[src/rtl/knn_pkg.sv]
// Shared types and constants for the dual-lane KNN query scheduler.
// Pulled in by knn_lane_seq and knn_query_scheduler via import knn_pkg::*.
package knn_pkg;

    localparam int COORD_W = 8;
    localparam int CLASS_W = 2;
    localparam int DIST_W  = 18;

    localparam logic KMODE_K3 = 1'b0;
    localparam logic KMODE_K5 = 1'b1;

    typedef logic [2:0] top_state_t;
    typedef logic [1:0] lane_state_t;

    localparam top_state_t ST_IDLE      = 3'd0;
    localparam top_state_t ST_CLEAR     = 3'd1;
    localparam top_state_t ST_SCAN      = 3'd2;
    localparam top_state_t ST_WAIT_VOTE = 3'd3;
    localparam top_state_t ST_RESULT    = 3'd4;

    localparam lane_state_t L_FETCH = 2'd0;
    localparam lane_state_t L_RUN   = 2'd1;
    localparam lane_state_t L_DONE  = 2'd2;

endpackage

[src/rtl/knn_lane_seq.sv]
// Per-lane fetch/run/done sequencer: walks ROM addresses BASE, BASE+2, ... below NUM_POINTS.
// Optional per-lane done watchdog when KNN_WATCHDOG_EN is defined.
module knn_lane_seq
    import knn_pkg::*;
#(
    parameter int NUM_POINTS      = 64,
    parameter int ADDR_W          = 8,
    parameter int BASE            = 0,
    parameter int WATCHDOG_CYCLES = 1023
) (
    input  logic              clk,
    input  logic              rst,
    input  logic              load_i,
    input  logic              abort_i,
    input  logic              done_i,
    output logic [ADDR_W-1:0] addr_o,
    output logic              start_o,
    output logic              sort_valid_o,
    output logic              lane_done_o,
    output logic              wd_trip_o
);

    lane_state_t       state_q, state_d;
    logic [ADDR_W-1:0] addr_q, addr_d;
    logic              start_q;
    logic [ADDR_W:0]   addr_step;

    // One extra bit so the end-of-scan compare holds even when NUM_POINTS == 2**ADDR_W.
    assign addr_step = {1'b0, addr_q} + (ADDR_W+1)'(2);

    always_comb begin
        state_d = state_q;
        addr_d  = addr_q;
        if (load_i) begin
            state_d = L_FETCH;
            addr_d  = ADDR_W'(BASE);
        end else if (abort_i) begin
            state_d = L_DONE;
        end else begin
            case (state_q)
                L_FETCH: state_d = L_RUN;
                L_RUN: begin
                    if (done_i) begin
                        if (addr_step < (ADDR_W+1)'(NUM_POINTS)) begin
                            state_d = L_FETCH;
                            addr_d  = addr_step[ADDR_W-1:0];
                        end else begin
                            state_d = L_DONE;
                        end
                    end
                end
                default: state_d = state_q;
            endcase
        end
    end

    always_ff @(posedge clk) begin
        if (rst) begin
            state_q <= L_DONE;
            addr_q  <= '0;
            start_q <= 1'b0;
        end else begin
            state_q <= state_d;
            addr_q  <= addr_d;
            start_q <= (state_d == L_RUN) && (state_q != L_RUN);
        end
    end

    assign addr_o       = addr_q;
    assign start_o      = start_q;
    assign sort_valid_o = (state_q == L_RUN) && done_i && !abort_i;
    assign lane_done_o  = (state_q == L_DONE);

`ifdef KNN_WATCHDOG_EN
    localparam int WD_W = $clog2(WATCHDOG_CYCLES + 1);

    logic [WD_W-1:0] wd_q;

    // Cleared outside L_RUN, so every new start begins a fresh count.
    always_ff @(posedge clk) begin
        if (rst || state_q != L_RUN) begin
            wd_q <= '0;
        end else if (wd_q != WD_W'(WATCHDOG_CYCLES)) begin
            wd_q <= wd_q + 1'b1;
        end
    end

    assign wd_trip_o = (state_q == L_RUN) && !done_i && (wd_q == WD_W'(WATCHDOG_CYCLES - 1));
`else
    // Watchdog compiled out: the lane waits for done indefinitely.
    assign wd_trip_o = (WATCHDOG_CYCLES < 0);
`endif

endmodule

[src/rtl/knn_query_scheduler.sv]
// Query scheduler for the dual-lane KNN datapath: accept, scan both lanes, await vote, return result.
// KNN_WATCHDOG_EN enables the per-lane done watchdog (inside knn_lane_seq) that aborts with res_err.
module knn_query_scheduler
    import knn_pkg::*;
#(
    parameter int NUM_POINTS      = 64,
    parameter int ADDR_W          = 8,
    parameter int CYC_W           = 16,
    parameter int WATCHDOG_CYCLES = 1023
) (
    input  logic               clk,
    input  logic               rst,
    input  logic               q_valid,
    output logic               q_ready,
    input  logic [COORD_W-1:0] q_x,
    input  logic [COORD_W-1:0] q_y,
    input  logic               q_mode,
    output logic [COORD_W-1:0] x_in,
    output logic [COORD_W-1:0] y_in,
    output logic               mode,
    output logic [ADDR_W-1:0]  even_addr,
    output logic [ADDR_W-1:0]  odd_addr,
    output logic               start_even,
    output logic               start_odd,
    input  logic               done_even,
    input  logic               done_odd,
    output logic               sort_valid_even,
    output logic               sort_valid_odd,
    output logic               sort_clear,
    input  logic               vote_done,
    input  logic [CLASS_W-1:0] vote_class,
    output logic               res_valid,
    input  logic               res_ready,
    output logic [CLASS_W-1:0] res_class,
    output logic [CYC_W-1:0]   res_cycles,
    output logic               res_err,
    output logic               busy
);

    top_state_t         state_q, state_d;
    logic [COORD_W-1:0] x_q, y_q;
    logic               mode_q;
    logic [CYC_W-1:0]   cnt_q, cnt_d;
    logic [CLASS_W-1:0] cls_q, cls_d;
    logic [CYC_W-1:0]   rcyc_q, rcyc_d;
    logic               err_q, err_d;

    logic accept, abort;
    logic lane_done_even, lane_done_odd;
    logic trip_even, trip_odd;

    assign accept = (state_q == ST_IDLE) && q_valid;
    assign abort  = (state_q == ST_SCAN) && (trip_even || trip_odd);

    knn_lane_seq #(
        .NUM_POINTS      (NUM_POINTS),
        .ADDR_W          (ADDR_W),
        .BASE            (0),
        .WATCHDOG_CYCLES (WATCHDOG_CYCLES)
    ) u_lane_even (
        .clk          (clk),
        .rst          (rst),
        .load_i       (accept),
        .abort_i      (abort),
        .done_i       (done_even),
        .addr_o       (even_addr),
        .start_o      (start_even),
        .sort_valid_o (sort_valid_even),
        .lane_done_o  (lane_done_even),
        .wd_trip_o    (trip_even)
    );

    knn_lane_seq #(
        .NUM_POINTS      (NUM_POINTS),
        .ADDR_W          (ADDR_W),
        .BASE            (1),
        .WATCHDOG_CYCLES (WATCHDOG_CYCLES)
    ) u_lane_odd (
        .clk          (clk),
        .rst          (rst),
        .load_i       (accept),
        .abort_i      (abort),
        .done_i       (done_odd),
        .addr_o       (odd_addr),
        .start_o      (start_odd),
        .sort_valid_o (sort_valid_odd),
        .lane_done_o  (lane_done_odd),
        .wd_trip_o    (trip_odd)
    );

    always_comb begin
        state_d = state_q;
        cnt_d   = cnt_q;
        cls_d   = cls_q;
        rcyc_d  = rcyc_q;
        err_d   = err_q;

        // Latency counts CLEAR through WAIT_VOTE and sticks at all-ones.
        if ((state_q == ST_CLEAR || state_q == ST_SCAN || state_q == ST_WAIT_VOTE) && cnt_q != '1) begin
            cnt_d = cnt_q + 1'b1;
        end

        case (state_q)
            ST_IDLE: begin
                if (q_valid) begin
                    state_d = ST_CLEAR;
                    cnt_d   = '0;
                end
            end
            ST_CLEAR: state_d = ST_SCAN;
            ST_SCAN: begin
                if (abort) begin
                    state_d = ST_RESULT;
                    cls_d   = '0;
                    rcyc_d  = cnt_q;
                    err_d   = 1'b1;
                end else if (lane_done_even && lane_done_odd) begin
                    state_d = ST_WAIT_VOTE;
                end
            end
            ST_WAIT_VOTE: begin
                if (vote_done) begin
                    state_d = ST_RESULT;
                    cls_d   = vote_class;
                    rcyc_d  = cnt_q;
                    err_d   = 1'b0;
                end
            end
            ST_RESULT: begin
                if (res_ready) state_d = ST_IDLE;
            end
            default: state_d = ST_IDLE;
        endcase
    end

    always_ff @(posedge clk) begin
        if (rst) begin
            state_q <= ST_IDLE;
            x_q     <= '0;
            y_q     <= '0;
            mode_q  <= 1'b0;
            cnt_q   <= '0;
            cls_q   <= '0;
            rcyc_q  <= '0;
            err_q   <= 1'b0;
        end else begin
            state_q <= state_d;
            cnt_q   <= cnt_d;
            cls_q   <= cls_d;
            rcyc_q  <= rcyc_d;
            err_q   <= err_d;
            if (accept) begin
                x_q    <= q_x;
                y_q    <= q_y;
                mode_q <= q_mode;
            end
        end
    end

    assign q_ready    = (state_q == ST_IDLE);
    assign busy       = (state_q != ST_IDLE);
    assign sort_clear = (state_q == ST_CLEAR);
    assign res_valid  = (state_q == ST_RESULT);
    assign res_class  = cls_q;
    assign res_cycles = rcyc_q;
    assign res_err    = err_q;
    assign x_in       = x_q;
    assign y_in       = y_q;
    assign mode       = mode_q;

endmodule

[config.mk]
export PLATFORM = sky130hd
export DESIGN_NAME = knn_query_scheduler
export DESIGN_NICKNAME = d
export VERILOG_FILES = /design/src/rtl/knn_pkg.sv /design/src/rtl/knn_lane_seq.sv /design/src/rtl/knn_query_scheduler.sv
export SDC_FILE = /design/constraint.sdc
export NUM_CORES = 1
export LEC_CHECK = 0
export CAP_MARGIN = 30
export CORE_MARGIN = 8
export CORE_UTILIZATION = 45
export DETAILED_ROUTE_END_ITERATION = 10
export HOLD_SLACK_MARGIN = 0.05
export PLACE_DENSITY_LB_ADDON = 0.2
export SLEW_MARGIN = 20
export SYNTH_ARGS = -nofsm -noshare
export SYNTH_HDL_FRONTEND = slang
export SYNTH_SLANG_ARGS = --single-unit
[constraint.sdc]
create_clock -name clk -period 2.55 [get_ports clk]
set_clock_uncertainty 0.05 [all_clocks]
set_input_delay 0.51 -clock clk [delete_from_list [all_inputs] [get_ports clk]]
set_output_delay 0.51 -clock clk [all_outputs]
set_load 0.01 [all_outputs]
Yosys cells after proc, flatten, opt, wreduce, memory -nomap -nowiden. Index checks and enable logic that the tools add are counted.

Equality and inequality tests: 17. $lt $le $gt $ge: 2. Mux-type cells: 20. Reduce and logical (&&, ||, !) cells: 22. Add/subtract/negate cells: 3.

Operator list (number): 2-to-1 mux 16 bit (3); adder 8 x 2 -> 9 bit, second input constant (2); less-than comparator 9 x 7 -> 1 bit, second input constant (2); adder 16 x 1 -> 16 bit, second input constant (1); inequality test 16 bit, second input constant (1); case mux 3 bit (5 select lines) (1); 2-to-1 mux 2 bit (6); 2-to-1 mux 3 bit (4); AND reduction 3 bit (3); == test 2 x 1 -> 1 bit, second input constant (4); inequality test 2 x 1 -> 1 bit, second input constant (4); case mux 2 bit (2 select lines) (2); logical AND 1 bit (7); == test 3 x 2 -> 1 bit, second input constant (2); nonzero test 2 bit (3); == test 2 bit, second input constant (2); logical NOT 2 bit (2); 2-to-1 mux 1 bit (4); inequality test 2 bit, second input constant (2); AND reduction 4 bit (1); == test 3 x 1 -> 1 bit, second input constant (1); == test 3 bit, second input constant (1); logical NOT 3 bit (1); nonzero test 3 bit (1); 3 further kinds (4).

Bits of input ports: 26. Flip-flop bits (word level): 76.

Logic depth before layout (Yosys ltp). Gate-level depths: netlist (run 1).

Depth after elaboration: 8. Gate-level depth with buffers: 7.

Modules after synthesis. A second synthesis (run 1) with hierarchy kept.

Cells, all modules: 417. Area, all modules: 3457.1 µm².

Modules (own cells, without submodules): knn_query_scheduler (area each 2347.3 µm², cells an instance 289, sequential area each 1101.1 µm², instances 1); knn_lane_seq (u_lane_odd) (area each 576.8 µm², cells an instance 69, sequential area each 220.2 µm², instances 1); knn_lane_seq (u_lane_even) (area each 533.0 µm², cells an instance 59, sequential area each 200.2 µm², instances 1).

Least setup slack after synthesis (run 1). No wires, ideal clock.

Kind: register -> register. Start point: register state_q[0]. End point: register cnt_q[11]. Cell stages (with the launch flop): 6. Period minus slack after synthesis: 1.822 ns. Data arrival time: 1.706 ns. Buffers on the path: 1. Setup slack: 0.728 ns. Library setup time: 0.066 ns. Required time: 2.434 ns. Cell sequence: dfxtp_1 > buf_6 > o21bai_2 > or4_4 > or4_4 > a21oi_2.

Longest elaborated chain between the ends: 7.

Ends and longest elaborated chain: from (decl) (line knn_query_scheduler.sv:40) `top_state_t state_q, state_d;`; from (signal assigned) (line knn_query_scheduler.sv:147) `state_q <= state_d;`; == test 3 x 1 -> 1 bit or == test 3 x 2 -> 1 bit (tied branches) (line knn_query_scheduler.sv:99) `if ((state_q == ST_CLEAR || state_q == ST_SCAN || state_q == ST_WAIT_VOTE) && cnt_q != '1) begin`; logical OR 1 bit (2 in a row) (line knn_query_scheduler.sv:99); logical AND 1 bit (line knn_query_scheduler.sv:99); 2-to-1 mux 16 bit (line knn_query_scheduler.sv:99); 2-to-1 mux 16 bit (line knn_query_scheduler.sv:105) `if (q_valid) begin`; 2-to-1 mux 16 bit * (line knn_query_scheduler.sv:103) `case (state_q)`; to (signal assigned) (line knn_query_scheduler.sv:148) `cnt_q <= cnt_d;`; to (decl) (line knn_query_scheduler.sv:43) `logic [CYC_W-1:0] cnt_q, cnt_d;`.

Mark *: on every way between the ends. The rest lies on a longest branch, timed or not. A chain may end at the register's enable or synchronous reset.

Worst setup path in the final report (run 1).
Start point: input done_even. End point: output sort_valid_even.

Longest elaborated chain between the ends: 1.

Ends and longest elaborated chain: from (decl) (line knn_query_scheduler.sv:25) `input logic done_even,`; logical AND 1 bit (line knn_lane_seq.sv:71) `assign sort_valid_o = (state_q == L_RUN) && done_i && !abort_i;`; to (decl) (line knn_query_scheduler.sv:27) `output logic sort_valid_even,`.

No other way between the ends.

==> results.cfg, run 1 <==
[setup_path]
worst-path-max-fanout = 4
critical_path.max_stage_delay_ps = 560
worstPathArrival_ps = 1770
worstSetupPathType = primary input to output port
cp-end-kind = output port
critical_path_buf_inv_count = 2
crit-reg2reg-capture = cnt_q[15]$_SDFF_PP0_
critical-path-top-delay-family = buffers and inverters
reg2reg_slack_ps = 430
critical_path_depth = 3
timing.critical_path.from = done_even
critPathCapture = sort_valid_even
reg2reg_launch_point = state_q[1]$_SDFFE_PP0P_
worst_path_max_delay_cell = sky130_fd_sc_hd__clkdlybuf4s50_1
critical_path_cell_by_cell = clkdlybuf4s50_1, and3b_1, clkdlybuf4s50_1
crit_top_cell = sky130_fd_sc_hd__clkdlybuf4s50_1
worstPathRequired_ps = 1990
critical_path.startpoint_type = primary input
reg2reg_depth = 4

[global_routing]
grt_antenna_before_repair = 0
global_route.overflow_total = 0
maximum_number_of_pins_on_one_net_before_global_route_repair = 44
grt_pass1_wl_mm = 13.8
global_route.usage.total_pct = 16.9
grt_pass1_vias = 2920

[power_and_ir_drop]
p_seq_share_pct = 54.1
power-per-cell-area_nw_per_um2 = 534
leakage_nw = 1.45
sw_frac_of_total_pct = 25.8
worst_ir_drop_vdd_mv = 0.301
combPwrFrac_pct = 12.6
switchingPower_mw = 0.591
pwr-share-clk_pct = 33.3
internal-power_mw = 1.70

[drt]
vias_per_cell = 5.29
totalWireLength_mm = 8.24
routed_met3_length_um = 475
wl_met2_mm = 4.04
postRouteAntennaNets = 0
num_vias = 3021
detail_route.wl_per_cell_um = 14.4
first_iter_violations = 142
highest-signal-layer = met4
detail_route.first_pass.iterations = 4
met1_wire_length_mm = 3.64
drc = 0

[clock_network]
post-cts-setup-buffer-count = 0
cts_tree = yes
cts_made_buffers = 9
cts_hold_repair.buffers = 0
count_of_clock_tree_sinks = 75
postCtsResizedCells = 0
clk_root_buffer_cell = sky130_fd_sc_hd__clkbuf_8
clock_network_latency_to_the_later_pin_of_the_worst_skew_pair_ps = 340
clockBufferDepth = 2
h-tree-depth = 3
cts.reportedPaths.clkPinSlew_ps = 80

[logic_synthesis]
syn_area_um2 = 3230
synth.yosys.warnings = 0
synth.distinct_cells = 54
synthFlopType = sky130_fd_sc_hd__dfxtp_1
synth-edff-count = 0
postSynthRegisterBits = 75
post_synth.cell_area_avg_um2 = 8.34
synth_sequential_area_ratio_pct = 46.5
syn-instance-count = 387
async_reset_ff_share_pct = 0

[layout]
fillerInstances = 656
mostFrequentLayoutCell = sky130_fd_sc_hd__nand2_1
final_nets = 496
final_cell_mix = 93 x sky130_fd_sc_hd__nand2_1, 83 x sky130_fd_sc_hd__clkdlybuf4s50_1, 75 x sky130_fd_sc_hd__dfxtp_1
finalCoreUtilization_pct = 60.5
synthToLayoutAreaGrowth_pct = 33.0
layout-drive-gt1-share_pct = 8.26
n_antenna_cell = 0

[die]
initial_core_util_pct = 45.5
ioPinCount = 86
placeableCoreArea_um2 = 7100
die_area_um2 = 10100
core.rowCount = 31
dieWidth_um = 101
die_height_um = 101

[timing]
setup-tns-final_ps = 0
unrepaired_setup_endpoints_after_global_routing = false
final-max-slew-violation-count = 0
setup_viols_final = 0
highest_clock_frequency_the_design_can_meet_mhz = 430
slew-limit-headroom_pct = 44.0
hold_viol = 0
worst_slew_pin_slew_ps = 836
post-route-period-util_pct = 91.3
worst_hold_slack_ps = 404
final_period_minus_worst_setup_slack_ps = 2330

[placed_design]
globalplace.congestion = 0.834
post-dp-hpwl_mm = 5.96
port_buffers = 83

[min_path]
hold_path.class = register to register
min_path_cells = 2

[run]
maxCapViolations = 0

[status]
run_status = finished clean
## worst reg2reg max path, stage by stage, from the launching register on
cell and delay [ps]:
sky130_fd_sc_hd__dfxtp_1 530, sky130_fd_sc_hd__o21bai_2 180, sky130_fd_sc_hd__or4_4 610, sky130_fd_sc_hd__a2111oi_0 470, sky130_fd_sc_hd__a211oi_1 150
## worst min-delay path by stage
stage,startpoint,endpoint,slack [ps]
after floorplan,u_lane_odd.state_q[1]$_SDFF_PP1_,u_lane_odd.start_o$_SDFF_PP0_,390
after global placement,res_class[0]$_SDFFE_PP0P_,res_class[0]$_SDFFE_PP0P_,390
after detailed placement,res_cycles[14]$_SDFFE_PP0P_,res_cycles[14]$_SDFFE_PP0P_,400
after CTS,y_in[5]$_SDFFE_PP0P_,y_in[5]$_SDFFE_PP0P_,410
after global routing,res_cycles[9]$_SDFFE_PP0P_,res_cycles[9]$_SDFFE_PP0P_,420
final,x_in[6]$_SDFFE_PP0P_,x_in[6]$_SDFFE_PP0P_,400
## power by group through the flow
stage	Sequential [mW]	Clock (mW)	Combinational (mW)
after detailed placement	1.27	0	0.292
final	1.24	0.763	0.288
after global routing	1.25	0.843	0.321
after CTS	1.24	0.786	0.294
after global placement	1.27	0	0.289
after floorplan	1.27	0	0.155
## cells in the mapped netlist (4+ instances only)
master	number	area share [%]
sky130_fd_sc_hd__nand3_1	8	1.2
sky130_fd_sc_hd__inv_1	8	0.93
sky130_fd_sc_hd__dfxtp_1	75	47
sky130_fd_sc_hd__or4_1	4	0.93
sky130_fd_sc_hd__o21ai_0	8	1.2
sky130_fd_sc_hd__clkbuf_1	15	1.7
sky130_fd_sc_hd__o31ai_1	5	1.2
sky130_fd_sc_hd__a21oi_1	56	8.7
sky130_fd_sc_hd__and2_1	4	0.78
sky130_fd_sc_hd__nor3_1	7	1.1
sky130_fd_sc_hd__a2111oi_0	4	1.1
sky130_fd_sc_hd__nand4_1	4	0.78
sky130_fd_sc_hd__or3_1	10	1.9
sky130_fd_sc_hd__mux2i_1	6	1.9
sky130_fd_sc_hd__nor2_1	12	1.4
sky130_fd_sc_hd__nand3b_1	5	1.2
sky130_fd_sc_hd__nand2_1	93	11
sky130_fd_sc_hd__o41ai_1	4	1.1
## per-stage QoR
| stage | power, mW | instance area, µm² | cells | setup slack (ps) |
|---|---|---|---|---|
| global route | 2.41 | 4290 | 571 | 124 |
| CTS | 2.32 | 4290 | 571 | 216 |
| detailed placement | 1.56 | 4130 | 555 | 157 |
| finish | 2.29 | 4290 | 571 | 222 |
| floorplan | 1.42 | 3230 | 388 | 728 |
| global placement | 1.56 | 4130 | 555 | 234 |
## cells by family after synthesis
logic type / Yosys count / share of synthesized area, %
XOR/XNOR: 1 / 0.271
adder cells (fa/ha/maj): 3 / 1.16
multiplexers: 7 / 2.21
buffers and inverters: 32 / 4.89
other: 1 / 0.116
AO/OA/AOI/OAI: 96 / 18.6
AND/OR/NAND/NOR: 172 / 26.2
flip-flops: 75 / 46.5
## sequential cells by signal, indices dropped and copies added (netlist names), 2 cells and up
register             flops
x_in                     8
cnt_q                   16
u_lane_odd.addr_o        8
res_cycles              16
state_q                  3
u_lane_even.state_q      2
res_class                2
u_lane_odd.state_q       2
u_lane_even.addr_o       7
y_in                     8
## final cells by class
| cell class | instances | area (µm²) | area share [%] |
|---|---|---|---|
| Clock buffer | 10 | 128 | 2.97 |
| Clock inverter | 6 | 32.5 | 0.758 |
| Inverter | 8 | 30.0 | 0.700 |
| Multi-Input combinational cell | 281 | 1580 | 36.8 |
| Sequential cell | 75 | 1500 | 35.0 |
| Tap cell | 99 | 124 | 2.89 |
| Timing Repair Buffer | 92 | 898 | 20.9 |
## layer usage
| layer | vias to the layer above | global-route usage [%] |
|---|---|---|
| li1 | 1535 | - |
| met1 | 1392 | 19.7 |
| met2 | 88 | 28.1 |
| met3 | 6 | 4.35 |
| met4 | 0 | 7.67 |
| met5 | - | 0 |
(Power assumes the default switching activity.)
==> inputs of run 2 (changes only) <==
- CORE_UTILIZATION: 45 -> 54
- CTS_BUF_LIST: not set -> sky130_fd_sc_hd__clkbuf_4
- clock period: 2.55 -> 2.8 ns (I/O delays scaled with it)
==> run 2 against run 1 <==
Against the previous run:
- sequential share of layout area up 0.37 points
- non-clock buffer count down 2
- routed wire length up 0.96%
- sequential power down 9%
- total power down 6.0%
- core utilization up 12 points
==> results.cfg, run 2 (same netlist as run 1, synthesis figures left out) <==
[layout]
finish.cell_count_without_fillers = 545
n_antenna_cell = 0
synthToLayoutAreaGrowth_pct = 31.6
layout-drive-gt1-share_pct = 8.09
mostFrequentLayoutCell = sky130_fd_sc_hd__nand2_1
final_cell_mix = 93 x sky130_fd_sc_hd__nand2_1, 83 x sky130_fd_sc_hd__clkdlybuf4s50_1, 75 x sky130_fd_sc_hd__dfxtp_1
final_nets = 494

[clock_network]
postCtsResizedCells = 0
cts_tree = yes
clock_network_latency_to_the_later_pin_of_the_worst_skew_pair_ps = 420
cts_hold_repair.buffers = 0
cts.reportedPaths.clkPinSlew_ps = 120
clockBufferDepth = 2
clk_root_buffer_cell = sky130_fd_sc_hd__clkbuf_4
post-cts-setup-buffer-count = 0
count_of_clock_tree_sinks = 75
cts_made_buffers = 9
h-tree-depth = 3

[timing]
hold_viol = 0
final_period_minus_worst_setup_slack_ps = 2480
post-route-period-util_pct = 88.6
setup_viols_final = 0
final-max-slew-violation-count = 0
slew-limit-headroom_pct = 37.3
setup-tns-final_ps = 0
worst_slew_pin_slew_ps = 931
highest_clock_frequency_the_design_can_meet_mhz = 403
unrepaired_setup_endpoints_after_global_routing = false

[power_and_ir_drop]
internal-power_mw = 1.62
sw_frac_of_total_pct = 25.0
switchingPower_mw = 0.538
pwr-share-clk_pct = 35.3
power.total_mw = 2.15
combPwrFrac_pct = 12.2
worst_ir_drop_vdd_mv = 0.383
p_seq_share_pct = 52.5
leakage_nw = 1.44
power-per-cell-area_nw_per_um2 = 507

[drt]
detail_route.wl_per_cell_um = 15.3
first_iter_violations = 166
met1_wire_length_mm = 3.67
num_vias = 3076
drc = 0
postRouteAntennaNets = 0
routed_met3_length_um = 481
detail_route.first_pass.iterations = 4
vias_per_cell = 5.64
wl_met2_mm = 3.98
totalWireLength_mm = 8.32
highest-signal-layer = met4

[status]
run_status = finished clean

[die]
placeableCoreArea_um2 = 5850
die_height_um = 93.3
die_area_um2 = 8700
core.rowCount = 28
dieWidth_um = 93.3
initial_core_util_pct = 55.2
ioPinCount = 86

[placed_design]
port_buffers = 83
post-dp-hpwl_mm = 5.88
globalplace.congestion = 0.808
placed_cells = 529

[global_routing]
global_route.overflow_total = 0
global_route.usage.total_pct = 18.9
grt_antenna_before_repair = 0
maximum_number_of_pins_on_one_net_before_global_route_repair = 42
grt_pass1_vias = 2807
grt_pass1_wl_mm = 13.4

[setup_path]
cp-end-kind = output port
worst-path-max-fanout = 9
worstSetupPathType = register to output port
critical_path.startpoint_type = register
worstPathRequired_ps = 2190
worstPathArrival_ps = 1870

[min_path]
hold_path.class = register to register

[run]
maxCapViolations = 0
-- run 2: per-stage QoR --
| stage | setup WS [ps] | area, µm² | util, % | hold WS [ps] |
|---|---|---|---|---|
| after floorplan | 947 | 3230 | - | 390 |
| after global placement | 384 | 4090 | 69.8 | 390 |
| after detailed placement | 360 | 4090 | 69.8 | 397 |
| after CTS | 284 | 4250 | 72.6 | 414 |
| after global routing | 233 | 4250 | 72.6 | 426 |
| final | 320 | 4250 | 72.6 | 412 |
-- run 2: area by class of cell --
type | instances | area [µm²]
clock buffer | 11 | 82.6
clock inverter | 5 | 77.6
tap | 75 | 93.8
timing repair buffer | 90 | 883
multi-input combinational | 281 | 1580
sequential | 75 | 1500
inverter | 8 | 30.0
fill | 432 | 1600
-- run 2: final timing paths --
path | from | end | slack (ps) | depth (start not counted)
min reg2reg | x_in[4]$_SDFFE_PP0P_ | x_in[4]$_SDFFE_PP0P_ | 410 | 2
max | state_q[0]$_SDFFE_PP0P_ | q_ready | 320 | 3
max reg2reg | cnt_q[11]$_SDFF_PP0_ | cnt_q[5]$_SDFF_PP0_ | 650 | 4
min | x_in[4]$_SDFFE_PP0P_ | x_in[4]$_SDFFE_PP0P_ | 410 | 2
-- run 2: layer usage --
metal | track usage [%] | vias up
met5 | 0 | -
met4 | 9.13 | 0
li1 | - | 1527
met3 | 3.61 | 17
met1 | 23.3 | 1439
met2 | 30.8 | 93
-- run 2: power groups by stage --
stage | sequential (mW) | combinational, mW | clock (mW)
floorplan | 1.15 | 0.141 | 0
CTS | 1.13 | 0.266 | 0.770
global placement | 1.15 | 0.261 | 0
detailed placement | 1.15 | 0.265 | 0
global route | 1.14 | 0.288 | 0.807
finish | 1.13 | 0.264 | 0.761
-- run 2: worst max-delay path, cell delays in order (launching register included) --
cell	delay [ps]
sky130_fd_sc_hd__dfxtp_1	420
sky130_fd_sc_hd__or3_1	430
sky130_fd_sc_hd__inv_1	70
sky130_fd_sc_hd__clkdlybuf4s50_1	530
==> inputs of run 3 (changes only) <==
- GPL_TIMING_DRIVEN: not set -> 0
- SLEW_MARGIN: 20 -> not set
- clock period: 2.8 -> 3 ns (I/O delays scaled with it)
==> run 3 against run 2 <==
Against the previous run:
- non-clock buffer count rose by 17
- first-iteration DRC count fell by 10%
- sequential share of layout area fell by 0.41 points
- total power fell by 10%
- clock power fell by 18%
- sequential cell count did not move
==> results.cfg, run 3 (same netlist as run 1, synthesis figures left out) <==
[status]
run_status = finished clean

[clock_network]
h-tree-depth = 3
clock_network_latency_to_the_later_pin_of_the_worst_skew_pair_ps = 420
cts_made_buffers = 9
cts_tree = yes
cts_hold_repair.buffers = 0
clockBufferDepth = 2
count_of_clock_tree_sinks = 75
postCtsResizedCells = 0
post-cts-setup-buffer-count = 0
clk_root_buffer_cell = sky130_fd_sc_hd__clkbuf_4
cts.reportedPaths.clkPinSlew_ps = 120

[timing]
worst_hold_slack_ps = 411
slew-limit-headroom_pct = 37.0
worst_slew_pin_slew_ps = 932
setup_viols_final = 0
hold_viol = 0
post-route-period-util_pct = 89.6
final_period_minus_worst_setup_slack_ps = 2690
layout_setup_ws_ps = 312
setup-tns-final_ps = 0
highest_clock_frequency_the_design_can_meet_mhz = 372
final-max-slew-violation-count = 0
unrepaired_setup_endpoints_after_global_routing = false

[power_and_ir_drop]
switchingPower_mw = 0.511
pwr-share-clk_pct = 32.0
power.total_mw = 1.94
leakage_nw = 1.46
combPwrFrac_pct = 13.9
power-per-cell-area_nw_per_um2 = 451
worst_ir_drop_vdd_mv = 0.323
p_seq_share_pct = 54.1
internal-power_mw = 1.43
sw_frac_of_total_pct = 26.3

[global_routing]
grt_pass1_vias = 2986
grt_antenna_before_repair = 0
grt_pass1_wl_mm = 13.8
maximum_number_of_pins_on_one_net_before_global_route_repair = 14
global_route.overflow_total = 0
global_route.usage.total_pct = 19.4

[drt]
detail_route.wl_per_cell_um = 15.0
drc = 0
detail_route.first_pass.iterations = 4
num_vias = 3133
totalWireLength_mm = 8.45
vias_per_cell = 5.57
first_iter_violations = 149
postRouteAntennaNets = 0

[placed_design]
globalplace.congestion = 0.845
post-dp-hpwl_mm = 6.18
post-place-ws_ps = 134
port_buffers = 83

[setup_path]
critical-path-top-delay-family = buffers and inverters
critical_path_cell_by_cell = clkdlybuf4s50_1, nand3b_1, inv_1, clkdlybuf4s50_1
worstPathRequired_ps = 2350
critical_path.startpoint_type = primary input
critical_path_buf_inv_count = 3
worstSetupPathType = primary input to output port
cp-end-kind = output port
worst-path-max-fanout = 7
critical_path.max_stage_delay_ps = 570
worstPathArrival_ps = 2040
worst_path_max_delay_cell = sky130_fd_sc_hd__clkdlybuf4s50_1
crit_top_cell = sky130_fd_sc_hd__clkdlybuf4s50_1

[die]
dieWidth_um = 93.3
placeableCoreArea_um2 = 5850
initial_core_util_pct = 55.2
core.rowCount = 28
die_area_um2 = 8700
ioPinCount = 86
die_height_um = 93.3

[layout]
fillerInstances = 461
mostFrequentLayoutCell = sky130_fd_sc_hd__nand2_1
finalCoreUtilization_pct = 73.4
n_antenna_cell = 0
layout-drive-gt1-share_pct = 8.01
synthToLayoutAreaGrowth_pct = 33.2
final_cell_mix = 93 x sky130_fd_sc_hd__nand2_1, 83 x sky130_fd_sc_hd__clkdlybuf4s50_1, 75 x sky130_fd_sc_hd__dfxtp_1
final_nets = 511

[min_path]
hold_path.class = register to register

[run]
maxCapViolations = 0
run 3: layer usage:
layer	part of all wire (%)	track usage, %	vias up
li1	-	-	1561
met1	44	22.8	1465
met2	48	32.2	87
met3	6.2	4.57	20
met4	2.2	9.66	0
met5	0	0	-
run 3: area by class of cell:
| cell class | instances | area (µm²) | share of cell area, % |
|---|---|---|---|
| multi-input cells | 281 | 1570 | 36.6 |
| well taps | 75 | 93.8 | 2.18 |
| inverters | 8 | 30.0 | 0.699 |
| clock inverters | 6 | 66.3 | 1.54 |
| repair buffers | 83 | 831 | 19.3 |
| clock buffers | 10 | 75.1 | 1.75 |
| plain buffers | 24 | 128 | 2.97 |
| flip-flops and latches | 75 | 1500 | 34.9 |
run 3: metrics by stage:
stage	instance area, µm²	std cells
3_3_place_gp	4160	546
3_5_place_dp	4160	546
4_1_cts	4300	562
5_1_grt	4300	562
6_report	4300	562
2_1_floorplan	3230	388
run 3: worst reg2reg max path, cell delays in order, from the launching register on:
cell                       delay (ps)
sky130_fd_sc_hd__dfxtp_1          330
sky130_fd_sc_hd__clkbuf_1         200
sky130_fd_sc_hd__nor4b_1          820
sky130_fd_sc_hd__or2_2            230
sky130_fd_sc_hd__clkbuf_1         240
sky130_fd_sc_hd__buf_2            300
sky130_fd_sc_hd__nor3_1            80
run 3: path summary, 6_finish.rpt:
kind	startpoint	end	slack [ps]	cells after the start
min reg2reg	res_cycles[9]$_SDFFE_PP0P_	res_cycles[9]$_SDFFE_PP0P_	410	2
min	res_cycles[9]$_SDFFE_PP0P_	res_cycles[9]$_SDFFE_PP0P_	410	2
max	done_odd	sort_valid_odd	310	4
max reg2reg	state_q[2]$_SDFFE_PP0P_	cnt_q[2]$_SDFF_PP0_	650	6
run 3: power by group through the flow:
stage / Sequential, mW / Combinational [mW] / Clock [mW]
global route: 1.05 / 0.295 / 0.685
global placement: 1.07 / 0.263 / 0
floorplan: 1.08 / 0.132 / 0
CTS: 1.05 / 0.270 / 0.636
detailed placement: 1.07 / 0.269 / 0
finish: 1.05 / 0.270 / 0.621
